**config.mk**
```make
export PLATFORM = sky130hd
export DESIGN_NAME = sn76489_wr_sched
export DESIGN_NICKNAME = d
export VERILOG_FILES = /design/src/rtl/sn76489_pkg.sv /design/src/rtl/sn76489_rr_arb.sv /design/src/rtl/sn76489_wr_sched.sv
export SDC_FILE = /design/constraint.sdc
export NUM_CORES = 1
export LEC_CHECK = 0
export BUFFER_PORTS_ARGS = -buffer_cell sky130_fd_sc_hd__buf_2
export CORE_MARGIN = 4
export CORE_UTILIZATION = 53
export CTS_CLUSTER_SIZE = 10
export DETAILED_ROUTE_END_ITERATION = 12
export PLACE_DENSITY = 0.84
export SYNTH_ARGS = -nofsm -noshare
export SYNTH_HDL_FRONTEND = slang
export SYNTH_HIERARCHICAL = 1
export SYNTH_SLANG_ARGS = --single-unit
```
**constraint.sdc**
```tcl
create_clock -name clock_i -period 6.6 [get_ports clock_i]
set_clock_uncertainty 0.05 [all_clocks]
set_input_delay 0.33 -clock clock_i [delete_from_list [all_inputs] [get_ports clock_i]]
set_output_delay 0.33 -clock clock_i [all_outputs]
set_load 0.05 [all_outputs]
```
**src/rtl/sn76489_pkg.sv**
```systemverilog
// Shared types and helpers for the SN76489 register-write scheduler.
// Covers register indices, FSM state and byte formatting.
package sn76489_pkg;

    typedef enum logic [1:0] {
        ST_IDLE     = 2'd0,
        ST_STROBE   = 2'd1,
        ST_WAIT_RDY = 2'd2,
        ST_GAP      = 2'd3
    } wr_state_e;

    localparam logic [2:0] REG_T1_FREQ = 3'd0;
    localparam logic [2:0] REG_T1_ATT  = 3'd1;
    localparam logic [2:0] REG_T2_FREQ = 3'd2;
    localparam logic [2:0] REG_T2_ATT  = 3'd3;
    localparam logic [2:0] REG_T3_FREQ = 3'd4;
    localparam logic [2:0] REG_T3_ATT  = 3'd5;
    localparam logic [2:0] REG_N_CTRL  = 3'd6;
    localparam logic [2:0] REG_N_ATT   = 3'd7;

    localparam int LATCH_BIT = 7;

    function automatic logic is_freq_reg(input logic [2:0] r);
        return (r == REG_T1_FREQ) || (r == REG_T2_FREQ) ||
               (r == REG_T3_FREQ);
    endfunction

    // Noise control only carries three meaningful bits in the latch nibble.
    function automatic logic [7:0] latch_byte(input logic [2:0] r,
                                              input logic [3:0] lo);
        logic [7:0] b;
        b = {1'b0, r, (r == REG_N_CTRL) ? {1'b0, lo[2:0]} : lo};
        b[LATCH_BIT] = 1'b1;
        return b;
    endfunction

endpackage

```
**src/rtl/sn76489_rr_arb.sv**
```systemverilog
// Round-robin requester pick with a pointer that advances only on grant.
// The pointer resets to the last requester so requester 0 wins first.
module sn76489_rr_arb
    import sn76489_pkg::*;
#(
    parameter int NUM_REQ = 4,
    localparam int IW = (NUM_REQ > 1) ? $clog2(NUM_REQ) : 1
) (
    input  logic               clock_i,
    input  logic               res_n_i,
    input  logic [NUM_REQ-1:0] req_i,
    input  logic               upd_i,
    output logic [NUM_REQ-1:0] pick_o,
    output logic [IW-1:0]      idx_o,
    output logic               any_o
);

    logic [IW-1:0] ptr_q;
    logic [IW-1:0] idx_d;
    logic          found;

    always_comb begin
        found = 1'b0;
        idx_d = ptr_q;
        for (int k = 1; k <= NUM_REQ; k++) begin
            logic [IW-1:0] j;
            j = IW'((int'(ptr_q) + k) % NUM_REQ);
            if (!found && req_i[j]) begin
                found = 1'b1;
                idx_d = j;
            end
        end
    end

    assign idx_o  = idx_d;
    assign any_o  = found;
    assign pick_o = found ? (NUM_REQ'(1) << idx_d) : '0;

    always_ff @(posedge clock_i or negedge res_n_i) begin
        if (!res_n_i) begin
            ptr_q <= IW'(NUM_REQ - 1);
        end else if (upd_i && found) begin
            ptr_q <= idx_d;
        end
    end

endmodule

```
**src/rtl/sn76489_wr_sched.sv**
```systemverilog
// Serialises register writes from several masters onto the SN76489 bus,
// one latch(/data) byte sequence at a time with READY handshake and timeout.
module sn76489_wr_sched
    import sn76489_pkg::*;
#(
    parameter int NUM_REQ     = 4,
    parameter int TIMEOUT_CYC = 64
) (
    input  logic                  clock_i,
    input  logic                  res_n_i,
    input  logic [NUM_REQ-1:0]    req_i,
    input  logic [NUM_REQ*3-1:0]  reg_i,
    input  logic [NUM_REQ*10-1:0] data_i,
    output logic [NUM_REQ-1:0]    gnt_o,
    output logic                  busy_o,
    output logic                  done_o,
    output logic                  err_o,
    output logic                  ce_n_o,
    output logic                  we_n_o,
    output logic [7:0]            d_o,
    input  logic                  ready_i
);

    localparam int IW = (NUM_REQ > 1) ? $clog2(NUM_REQ) : 1;
    localparam int CW = $clog2(TIMEOUT_CYC + 1);

    wr_state_e          state_q, state_d;
    logic [NUM_REQ-1:0] gnt_q, gnt_d;
    logic               busy_q, busy_d;
    logic               done_q, done_d;
    logic               err_q, err_d;
    logic               strb_n_q, strb_n_d;
    logic [7:0]         d_q, d_d;
    logic [7:0]         dbyte_q, dbyte_d;
    logic               pend_q, pend_d;
    logic [CW-1:0]      cnt_q, cnt_d;

    logic [NUM_REQ-1:0] pick;
    logic [IW-1:0]      win;
    logic               any_req;
    logic               take;
    logic [2:0]         sel_reg;
    logic [9:0]         sel_data;
    logic               ack_lo, ack_hi, expired;

    assign take     = (state_q == ST_IDLE) && any_req;
    assign sel_reg  = reg_i[int'(win) * 3 +: 3];
    assign sel_data = data_i[int'(win) * 10 +: 10];
    assign ack_lo   = (state_q == ST_STROBE) && !ready_i;
    assign ack_hi   = (state_q == ST_WAIT_RDY) && ready_i;
    assign expired  = (cnt_q == CW'(TIMEOUT_CYC - 1));

    sn76489_rr_arb #(
        .NUM_REQ(NUM_REQ)
    ) u_arb (
        .clock_i(clock_i),
        .res_n_i(res_n_i),
        .req_i  (req_i),
        .upd_i  (take),
        .pick_o (pick),
        .idx_o  (win),
        .any_o  (any_req)
    );

    always_comb begin
        state_d  = state_q;
        gnt_d    = '0;
        busy_d   = busy_q;
        done_d   = 1'b0;
        err_d    = err_q;
        strb_n_d = strb_n_q;
        d_d      = d_q;
        dbyte_d  = dbyte_q;
        pend_d   = pend_q;
        cnt_d    = cnt_q;
        unique case (state_q)
            ST_IDLE: begin
                if (take) begin
                    gnt_d    = pick;
                    busy_d   = 1'b1;
                    strb_n_d = 1'b0;
                    d_d      = latch_byte(sel_reg, sel_data[3:0]);
                    dbyte_d  = {2'b00, sel_data[9:4]};
                    pend_d   = is_freq_reg(sel_reg);
                    cnt_d    = '0;
                    state_d  = ST_STROBE;
                end
            end
            ST_STROBE, ST_WAIT_RDY: begin
                if (ack_hi) begin
                    strb_n_d = 1'b1;
                    state_d  = ST_GAP;
                end else if (expired) begin
                    // Abort: free the bus and forget any pending data byte.
                    strb_n_d = 1'b1;
                    err_d    = 1'b1;
                    pend_d   = 1'b0;
                    done_d   = 1'b1;
                    busy_d   = 1'b0;
                    state_d  = ST_IDLE;
                end else begin
                    cnt_d = cnt_q + 1'b1;
                    if (ack_lo) begin
                        state_d = ST_WAIT_RDY;
                    end
                end
            end
            ST_GAP: begin
                if (pend_q) begin
                    pend_d   = 1'b0;
                    d_d      = dbyte_q;
                    strb_n_d = 1'b0;
                    cnt_d    = '0;
                    state_d  = ST_STROBE;
                end else begin
                    done_d  = 1'b1;
                    busy_d  = 1'b0;
                    state_d = ST_IDLE;
                end
            end
            default: state_d = ST_IDLE;
        endcase
    end

    always_ff @(posedge clock_i or negedge res_n_i) begin
        if (!res_n_i) begin
            state_q  <= ST_IDLE;
            gnt_q    <= '0;
            busy_q   <= 1'b0;
            done_q   <= 1'b0;
            err_q    <= 1'b0;
            strb_n_q <= 1'b1;
            d_q      <= '0;
            dbyte_q  <= '0;
            pend_q   <= 1'b0;
            cnt_q    <= '0;
        end else begin
            state_q  <= state_d;
            gnt_q    <= gnt_d;
            busy_q   <= busy_d;
            done_q   <= done_d;
            err_q    <= err_d;
            strb_n_q <= strb_n_d;
            d_q      <= d_d;
            dbyte_q  <= dbyte_d;
            pend_q   <= pend_d;
            cnt_q    <= cnt_d;
        end
    end

    assign gnt_o  = gnt_q;
    assign busy_o = busy_q;
    assign done_o = done_q;
    assign err_o  = err_q;
    assign ce_n_o = strb_n_q;
    assign we_n_o = strb_n_q;
    assign d_o    = d_q;

endmodule
```
==> results by group, run 1 <==
Placement
  • Placed cell areas: roughly 0.0025 mm^2
  • Placer Congestion: 0.787
  • Port Buf Inserts: 75
  • Post-DP HPWL: around 4.0 mm

Status
  • Status: finished, final reports clean

Finish
  • N_diodes: 0
  • Post-route cell area: 0.00258 mm^2
  • Proportion of layout cells with a drive suffix above 1: 0.419
  • Area Growth Syn to Fin: 22.8%
  • Fillers: 284
  • Area of the multi-input gates: 0.00118 mm^2
  • Nets: ~330
  • Reg area: between 800 and 900 um^2

Route
  • Vias: 1813
  • DRC viols: 0
  • Post-Route WL: 4.96 mm
  • Wire per inst: 15.8 um
  • DR iter-0 viols: 89
  • Post-route ant nets: 0
  • Drt via density: between 5 and 6
  • DRT Pass-1 Iters: 4

Critical path
  • Critical Path Max Stage Delay: 640 ps
  • Type of origin of the critical path: register
  • Kind of cell adding the most delay to the critical path: compound AO/OA/AOI/OAI gates
  • CP endpoint kind: register
  • Slowest-stage cell, CP: dfstp_2
  • CP required: around 6800 ps
  • Worst path cell trace: nor3_1 > a31oi_1 > a21o_1 > mux4_2 > nand2_1 > and3b_1 > mux2_2
  • CP max FO: 13
  • Critical path arrival: approximately 2900 ps
  • Crit Path Category: register to register
  • Buf/Inv on CP: 0

Yosys
  • Mean post-synth cell area: approximately 11 um^2
  • Mapped cell area: approximately 0.0021 mm^2
  • YS warnings: 6
  • Register area share after synthesis: 0.406
  • Top_reg_cell synth: dfrtp_1
  • Count leader, synth: dfrtp_1
  • #FFs+latches synth: 34
  • Async SR Flop Fraction: 1.00
  • Synth unique cells: 46
  • Most common library cells after synthesis: dfrtp_1, nand2_1, mux4_2
  • Synth area leaders: dfrtp_1, mux4_2, mux2_2
  • Syn Inst Count: 190
  • Number of flops mapped to enable cells by yosys: 0
  • Largest area contributor in the netlist: dfrtp_1
  • Post-synth top area share: 0.369
  • Syn Nets: approximately 260

STA
  • Finish-stage setup viols: 0
  • Final hold vios: 0
  • Slew Viols, Final: 0
  • Worst Max-Slew Pin Slew: 873 ps
  • TNS Setup: 0 ps
  • Slew margin rel.: 0.416
  • Part of the cycle the worst path needs: 0.405
  • Fmax: 374 MHz
  • Period minus WS final: between 2000 and 3000 ps
  • RSZ-0062 raised after global routing: no

Clocking
  • Post-CTS Setup Bufs: 0
  • H-tree depth: 2
  • Cts hold-fix bufs: 0
  • CTS Buffer Depth: 2
  • TritonCTS Buffers: 5
  • CTS tree: yes
  • Post_cts resized: 0
  • Root Buffer: clkbuf_8
  • Clock Latency Late Sink: approximately 280 ps
  • Clock slew at reported path FFs: about 70 ps
  • CTS Sinks: 34

Min path
  • Hold Path Class: primary input to async pin

Pwr
  • Pwr Density: slightly below 500 mW/mm^2
  • LEAKAGE: roughly 1.3 nW
  • Maximum VDD drop: about 350 uV

Global routing
  • First-pass GRT wire length: ~8.4 mm
  • Vias in the first global route: 1907
  • Initial antenna violation count: 0
  • Total GRT Usage: 0.209
  • Pin count of the biggest net entering global routing: 35
  • Remaining Overflow, GRT: 0

Floorplanning
  • IO Pins: 76
  • Die area: just over 0.005 mm^2
  • Die Y-Extent: just over 70 um
  • Initial cell density of the core: 0.562
  • Rows: 22
  • Core Box Area: approximately 0.0037 mm^2
  • Die width: ~71 um

Flow run
  • Max Cap Viol: 0
## sequential cells by signal (all words and copies together) (netlist names)
signal and cells:
pend_q 1, cnt_q 7, d_o 8, u_arb/ptr_q 2
err_o 1, busy_o 1, state_q 2, done_o 1
gnt_o 4, ce_n_o 1, dbyte_q 6
## logic make-up (layout without fill, tap and decap cells)
group | after synthesis | after routing | share of synthesized area
and+or+nand+nor | 60 | 60 | 0.152
AOI/OAI and AO/OA | 45 | 45 | 0.146
DFF | 34 | 34 | 0.406
muxes | 30 | 30 | 0.225
buffers and inverters | 15 | 90 | 0.0351
adders and majority gates | 6 | 6 | 0.0357
## cell usage in the layout (no fill, tap or decap), types with 7 or more instances in the layout
master and instances:
o21ai_0 10, nor2_1 7, mux4_2 13, buf_2 75
mux2_2 8, a21oi_1 9, dfrtp_1 31, nand2_1 17
mux2i_1 8, inv_1 7
## metal layers
metal / up-vias / GRT usage / part of all wire
met1: 876 / 0.249 / 0.41
met2: 63 / 0.371 / 0.51
li1: 866 / - / -
met5: - / 0 / 0
met3: 8 / 0.0554 / 0.061
met4: 0 / 0.0585 / 0.017
## worst reg2reg max path, stage by stage (launching register included)
cell and delay [ps]:
dfstp_2 640, nor3_1 80, a31oi_1 220, a21o_1 590, mux4_2 600, nand2_1 120
and3b_1 170, mux2_2 140
## area by class of cell
class / instances / share of cell area
multi-input combinational: 141 / 0.455
clock buffer: 7 / 0.0334
sequential: 34 / 0.331
inverter: 7 / 0.0102
tap: 48 / 0.0232
timing repair buffer: 75 / 0.145
clock inverter: 1 / 0.00194
## stage by stage
| stage | util | instances | worst slack [ps] | total power, mW | hold slack [ps] |
|---|---|---|---|---|---|
| finish | 0.690 | 313 | 3930 | 1.25 | 54.9 |
| global route | 0.690 | 313 | 3700 | 1.34 | 109 |
| CTS | 0.690 | 313 | 3930 | 1.26 | 72.0 |
| detailed placement | 0.666 | 305 | 3880 | 1.10 | 384 |
| global placement | 0.666 | 305 | 3990 | 1.08 | 383 |
| floorplan | - | 190 | 4440 | 0.947 | -15.6 |
## path summary, 6_finish.rpt
check                                    start  endpoint  slack [ps]  depth (start not counted)
worst min-delay path                   res_n_i  cnt_q[5]          50                          1
worst max-delay path            u_arb/ptr_q[1]    pend_q        3930                          7
worst min register to register           err_o     err_o         420                          1
max in group asynchronous              res_n_i  cnt_q[4]        5970                          1
min in group clock_i                     err_o     err_o         420                          1
worst max register to register  u_arb/ptr_q[1]    pend_q        3930                          7
## power by group
part           switching (mW)  total, mW  internal (mW)  leakage, nW
clock                  0.0706      0.155         0.0840       0.0482
sequential             0.0670      0.367          0.300        0.427
combinational           0.433      0.729          0.297        0.793
total                   0.570       1.25          0.680         1.27
(Power assumes the default switching activity.)
==> run 2, diff against run 1 <==
ABC_AREA = 1   (was default)
CORE_UTILIZATION = 51   (was 53)
PLACE_DENSITY = 0.79   (was 0.84)
clock period = 2.7 ns   (was 6.6 ns; I/O delays follow)
==> run 2 against run 1 <==
  * Final cell count increased by 52%
  * Highest routed layer unchanged
  * First-iteration DRC count increased by 17%
  * Synthesized area increased by 14%
  * Setup slack got worse by 3600 ps
  * Final area increased by 11%
  * Critical path depth increased by 8
  * Global-route usage decreased by 1.7 points
  * Hold slack improved by 36 ps
  * Wire length increased by 10%
  * Non-clock buffer count increased by 3
  * Core utilization decreased by 4.3 points
  * Synthesized cell count increased by 85%
==> results by group, run 2 <==
Global routing
  • Met1 Resource Use GR: 0.212
  • Initial antenna violation count: 0
  • Total GRT Usage: 0.192
  • Met3 Track Usage GR: 0.0307
  • Met2 Resource Use GR: 0.369
  • Remaining Overflow, GRT: 0
  • Pin count of the biggest net entering global routing: 35
  • Vias in the first global route: around 2200
  • Global route hottest layer: met2
  • First-pass GRT wire length: 9.34 mm

Clocking
  • Clock slew at reported path FFs: roughly 70 ps
  • Clock Latency Late Sink: about 280 ps
  • Post-CTS Setup Bufs: 0
  • CTS tree: yes
  • CTS Buffer Depth: 2
  • Root Buffer: clkbuf_8
  • H-tree depth: 2
  • CTS Sinks: 34
  • TritonCTS Buffers: 5

Critical path
  • CP endpoint kind: register
  • Worst R2R Start: u_arb/ptr_q[0]
  • Worst r2r dst: d_o[0]
  • Crit Path Category: register to register
  • R2R cell count: 15
  • CP required: around 2900 ps
  • Slowest-stage cell, CP: dfstp_2
  • Type of origin of the critical path: register
  • Worst Setup SP: u_arb/ptr_q[0]
  • Buf/Inv on CP: 3
  • CP max FO: 28
  • Internal reg-to-reg setup slack: 340 ps
  • Critical Path Max Stage Delay: ~650 ps
  • Kind of cell adding the most delay to the critical path: simple AND/OR/NAND/NOR gates
  • Critical path arrival: approximately 2500 ps
  • Worst path cell trace: inv_6 > nand2_1 > nand3_1 > nand2_1 > inv_2 > nor2_8 > nand3_2 > nand2_2 > buf_4 > nor2_1 > nor2_1 > o21ai_0 > o21ai_0 > nor2_1 > o21ai_0

Yosys
  • Post-synthesis adder-cell area fraction: 0.0314
  • Syn Inst Count: approximately 350
  • Synth unique cells: 31
  • Most common library cells after synthesis: nand2_1, nor2_1, o21ai_0
  • Post-Synth Simple-Gate Area: 0.364
  • Largest family of logic cells by synthesized area: simple AND/OR/NAND/NOR gates
  • Post-synth top area share: 0.324
  • Syn Nets: ~420
  • Largest area contributor in the netlist: dfrtp_1
  • Count leader, synth: nand2_1
  • XOR/XNOR share of the synthesized area: 0.00366
  • Synth area leaders: dfrtp_1, nand2_1, nor2_1
  • Mux cell area share after synthesis: 0
  • #FFs+latches synth: 34
  • Register area share after synthesis: 0.357
  • Synth Area in Compound Gates: 0.140
  • Mean post-synth cell area: about 6.8 um^2
  • Async SR Flop Fraction: 1.00
  • YS warnings: 6
  • Number of flops mapped to enable cells by yosys: 0
  • Mapped cell area: between 0.002 and 0.0025 mm^2
  • Top_reg_cell synth: dfrtp_1

Min path
  • Hold endpoint: dbyte_q[4]
  • Hold Path Class: primary input to register
  • Worst hold stages: 3
  • Hold Startpoint: data_i[18]

Route
  • Wire per inst: 11.5 um
  • Drt via density: about 5.0
  • Post-Route WL: between 5 and 6 mm
  • Vias: roughly 2400
  • Post-route ant nets: 0
  • DRC viols: 0
  • DRT Pass-1 Iters: 4
  • DR iter-0 viols: 104

Floorplanning
  • Rows: 24
  • Die Y-Extent: around 76 um
  • Die area: about 0.0058 mm^2
  • Die width: ~76 um
  • IO Pins: 76
  • Initial cell density of the core: 0.538
  • Core Box Area: between 0.004 and 0.005 mm^2

Finish
  • Finished Core Util: 0.647
  • Nets: 488
  • Fillers: 430
  • N_diodes: 0
  • Area Growth Syn to Fin: 20.2%
  • Reg area: 855 um^2
  • Most frequent cells in the layout: nand2_1, buf_2, nor2_1
  • Most frequent standard cell in the layout excluding fill and tap cells: nand2_1
  • Largest register FFs: 8
  • Proportion of layout cells with a drive suffix above 1: 0.283
  • Area of the multi-input gates: 0.00129 mm^2

STA
  • Part of the cycle the worst path needs: 0.876
  • Slew margin rel.: 0.516
  • Finish-stage setup viols: 0
  • Final hold vios: 0
  • Fmax: between 400 and 500 MHz
  • Slew Viols, Final: 0
  • TNS Setup: 0 ps
  • RSZ-0062 raised after global routing: no
  • Worst Max-Slew Pin Slew: 726 ps
  • Period minus WS final: around 2400 ps

Flow run
  • Max Cap Viol: 0

Status
  • Status: finished, final reports clean

Placement
  • Port Buf Inserts: 75
  • Post-DP HPWL: 4.35 mm
  • Placer Congestion: about 0.90
## run 2: changes by cell type after synthesis, sizes merged, moves of 8 or more
cell   delta
nor2     +49
mux2      -9
mux2i     -8
nand3    +21
o21ai    +33
inv      +33
mux4     -13
nand2    +89
## run 2: cells by family (layout without fill, tap and decap cells)
family                   Yosys count  count (layout)
AO/OA/AOI/OAI                     62              62
buffers and inverters             53             126
adder cells (fa/ha/maj)            6               6
AND/OR/NAND/NOR                  195             195
XOR/XNOR                           1               1
flip-flops                        34              34
## run 2: stage by stage
step | hold slack (ps) | instances | setup slack, ps | area, um^2
5_1_grt | 111 | 476 | 24.5 | 2870
4_1_cts | 88.9 | 476 | 316 | 2870
3_3_place_gp | 182 | 467 | 407 | 2760
6_report | 90.5 | 476 | 336 | 2870
2_1_floorplan | -211 | 351 | 565 | 2390
3_5_place_dp | 183 | 467 | 338 | 2760
## run 2: what timing repair did
action	in CTS	in global routing
setup endpoints to repair	0	0
gates resized for setup	0	0
hold buffers	1	0
endpoints found under the hold margin	31	0
## run 2: final cells by class
| cell class | count | share of cell area |
|---|---|---|
| Clock buffer | 5 | 0.0239 |
| Clock inverter | 3 | 0.0139 |
| Timing Repair Buffer | 78 | 0.139 |
| Tap cell | 52 | 0.0226 |
| Sequential cell | 34 | 0.297 |
| Multi-Input combinational cell | 264 | 0.449 |
| Inverter | 40 | 0.0540 |
## run 2: worst register-to-register path, delay by kind of cell (launching register included)
family,cells,cell delay [ps]
DFF,1,650
and+or+nand+nor,9,800
buffers and inverters,3,430
AOI/OAI and AO/OA,3,340
## run 2: per-layer routing
metal / up-vias / wire (um) / share of wire
li1: 1255 / - / -
met4: 0 / 60 / 0.011
met3: 7 / 258 / 0.047
met1: 1067 / 2280 / 0.42
met5: - / 0 / 0
met2: 62 / 2870 / 0.53
## run 2: worst max path at each step
stage	endpoint	cells after the start
after floorplan	d_o[3]	19
after global placement	pend_q	15
after detailed placement	d_o[3]	15
after CTS	d_o[0]	14
after global routing	d_o[1]	14
final	d_o[0]	15
Power of run 2 is not shown: default switching activity piles up to over one toggle a cycle in this logic, so the estimate is an artifact.
==> run 3, diff against run 2 <==
PLACE_DENSITY = 0.8   (was 0.79)
==> run 3 against run 2 <==
  * Hold slack barely moved
  * Critical path type unchanged
  * Core utilization fell by 0.39 points
  * Fmax fell by 5.1%
  * Non-clock buffer count did not move
  * Via count rose by 1.7%
  * Critical endpoint is now d_o[1]
  * Flip-flop and latch count did not move
  * Register-to-register slack got worse by 130 ps
  * Critical path depth fell by 1
==> results by group, run 3 (synthesis gave the netlist of run 2 again) <==
Clocking
  • Clock slew at reported path FFs: approximately 70 ps
  • CTS Buffer Depth: 2
  • CTS tree: yes
  • Clock Latency Late Sink: between 200 and 300 ps
  • Post_cts resized: 0
  • Root Buffer: clkbuf_8
  • Post-CTS Setup Bufs: 0
  • TritonCTS Buffers: 5
  • CTS Sinks: 34
  • Cts hold-fix bufs: 1
  • H-tree depth: 2

STA
  • TNS Setup: 0 ps
  • Part of the cycle the worst path needs: 0.923
  • Fmax: between 400 and 500 MHz
  • Slew margin rel.: 0.510
  • Slew Viols, Final: 0
  • RSZ-0062 raised after global routing: no
  • Period minus WS final: 2490 ps
  • Worst Max-Slew Pin Slew: between 700 and 800 ps
  • Finish-stage setup viols: 0
  • Final hold vios: 0

Finish
  • Reg area: roughly 850 um^2
  • Area Growth Syn to Fin: 19.5%
  • Nets: 488
  • Fillers: 409
  • Area of the multi-input gates: 0.00129 mm^2
  • Proportion of layout cells with a drive suffix above 1: 0.281
  • N_diodes: 0
  • Largest register FFs: 8
  • Most frequent cells in the layout: nand2_1, buf_2, nor2_1
  • Most frequent standard cell in the layout excluding fill and tap cells: nand2_1

Critical path
  • CP required: about 2900 ps
  • CP max FO: 15
  • Buf/Inv on CP: 3
  • Critical path arrival: around 2600 ps
  • Kind of cell adding the most delay to the critical path: simple AND/OR/NAND/NOR gates
  • Slowest-stage cell, CP: dfstp_2
  • Critical Path Max Stage Delay: 650 ps
  • Worst path cell trace: inv_6 > nand2_1 > nand2_1 > nand2_2 > nand2_4 > inv_2 > nand3_2 > nand3_1 > nand2_2 > inv_1 > o21ai_0 > o21ai_0 > nor2_1 > o21ai_0
  • CP dominant cell by count: o21ai_0
  • Type of origin of the critical path: register
  • CP endpoint kind: register
  • Crit Path Category: register to register
  • Internal reg-to-reg setup slack: around 210 ps

Route
  • Drt via density: just over 5
  • Wire per inst: 11.7 um
  • DRT Pass-1 Iters: 4
  • Post-route ant nets: 0
  • DRC viols: 0
  • Vias: approximately 2400
  • Post-Route WL: approximately 5.6 mm
  • DR iter-0 viols: 125

Global routing
  • Total GRT Usage: 0.200
  • First-pass GRT wire length: ~9.6 mm
  • Pin count of the biggest net entering global routing: 35
  • Vias in the first global route: 2346
  • Remaining Overflow, GRT: 0
  • Initial antenna violation count: 0

Floorplanning
  • Die area: about 0.006 mm^2
  • Core Box Area: roughly 0.0044 mm^2
  • IO Pins: 76
  • Die width: 76.5 um
  • Rows: 24
  • Initial cell density of the core: 0.538
  • Die Y-Extent: 76.5 um

Placement
  • Placer Congestion: 0.856
  • Port Buf Inserts: 75
  • Post-DP HPWL: 4.38 mm

Flow run
  • Max Cap Viol: 0

Status
  • Status: finished, final reports clean

Min path
  • Hold Path Class: primary input to register
run 3: worst paths after layout:
check / cells past startpoint / from / endpoint
hold / removal: 3 / data_i[16] / dbyte_q[2]
min in group asynchronous: 2 / res_n_i / gnt_o[0]
hold reg to reg: 2 / err_o / err_o
setup reg to reg: 14 / u_arb/ptr_q[0] / d_o[1]
setup / recovery: 14 / u_arb/ptr_q[0] / d_o[1]
max in group asynchronous: 2 / res_n_i / cnt_q[6]
run 3: layout make-up:
cell class              instances  share of cell area
clock inverters                 1             0.00175
multi-input cells             264               0.452
flip-flops and latches         34               0.299
repair buffers                 78               0.140
well taps                      52              0.0228
inverters                      40              0.0543
clock buffers                   7              0.0302
run 3: worst register-to-register path: stages (launching register included):
cell     delay [ps]
dfstp_2         650
inv_6            70
nand2_1          60
nand2_1          80
nand2_2         110
nand2_4          80
inv_2            90
nand3_2          80
nand3_1         120
nand2_2          60
inv_1           320
o21ai_0         150
o21ai_0         220
nor2_1           60
o21ai_0         190
run 3: metal layers:
metal	up-vias	global-route usage	wire, um
li1	1255	-	-
met1	1100	0.225	2340
met2	66	0.370	2830
met3	10	0.0449	295
met4	0	0.0688	100
met5	-	0	0
run 3: through the flow:
stage	setup WS (ps)	util	instances	hold slack, ps	instance area (um^2)
floorplan	565	-	351	-211	2390
global placement	300	0.620	467	183	2760
detailed placement	289	0.620	467	186	2760
CTS	251	0.643	476	89.8	2860
global route	7.77	0.643	476	125	2860
finish	208	0.643	476	90.2	2860
Power of run 3 is left out for the same reason.
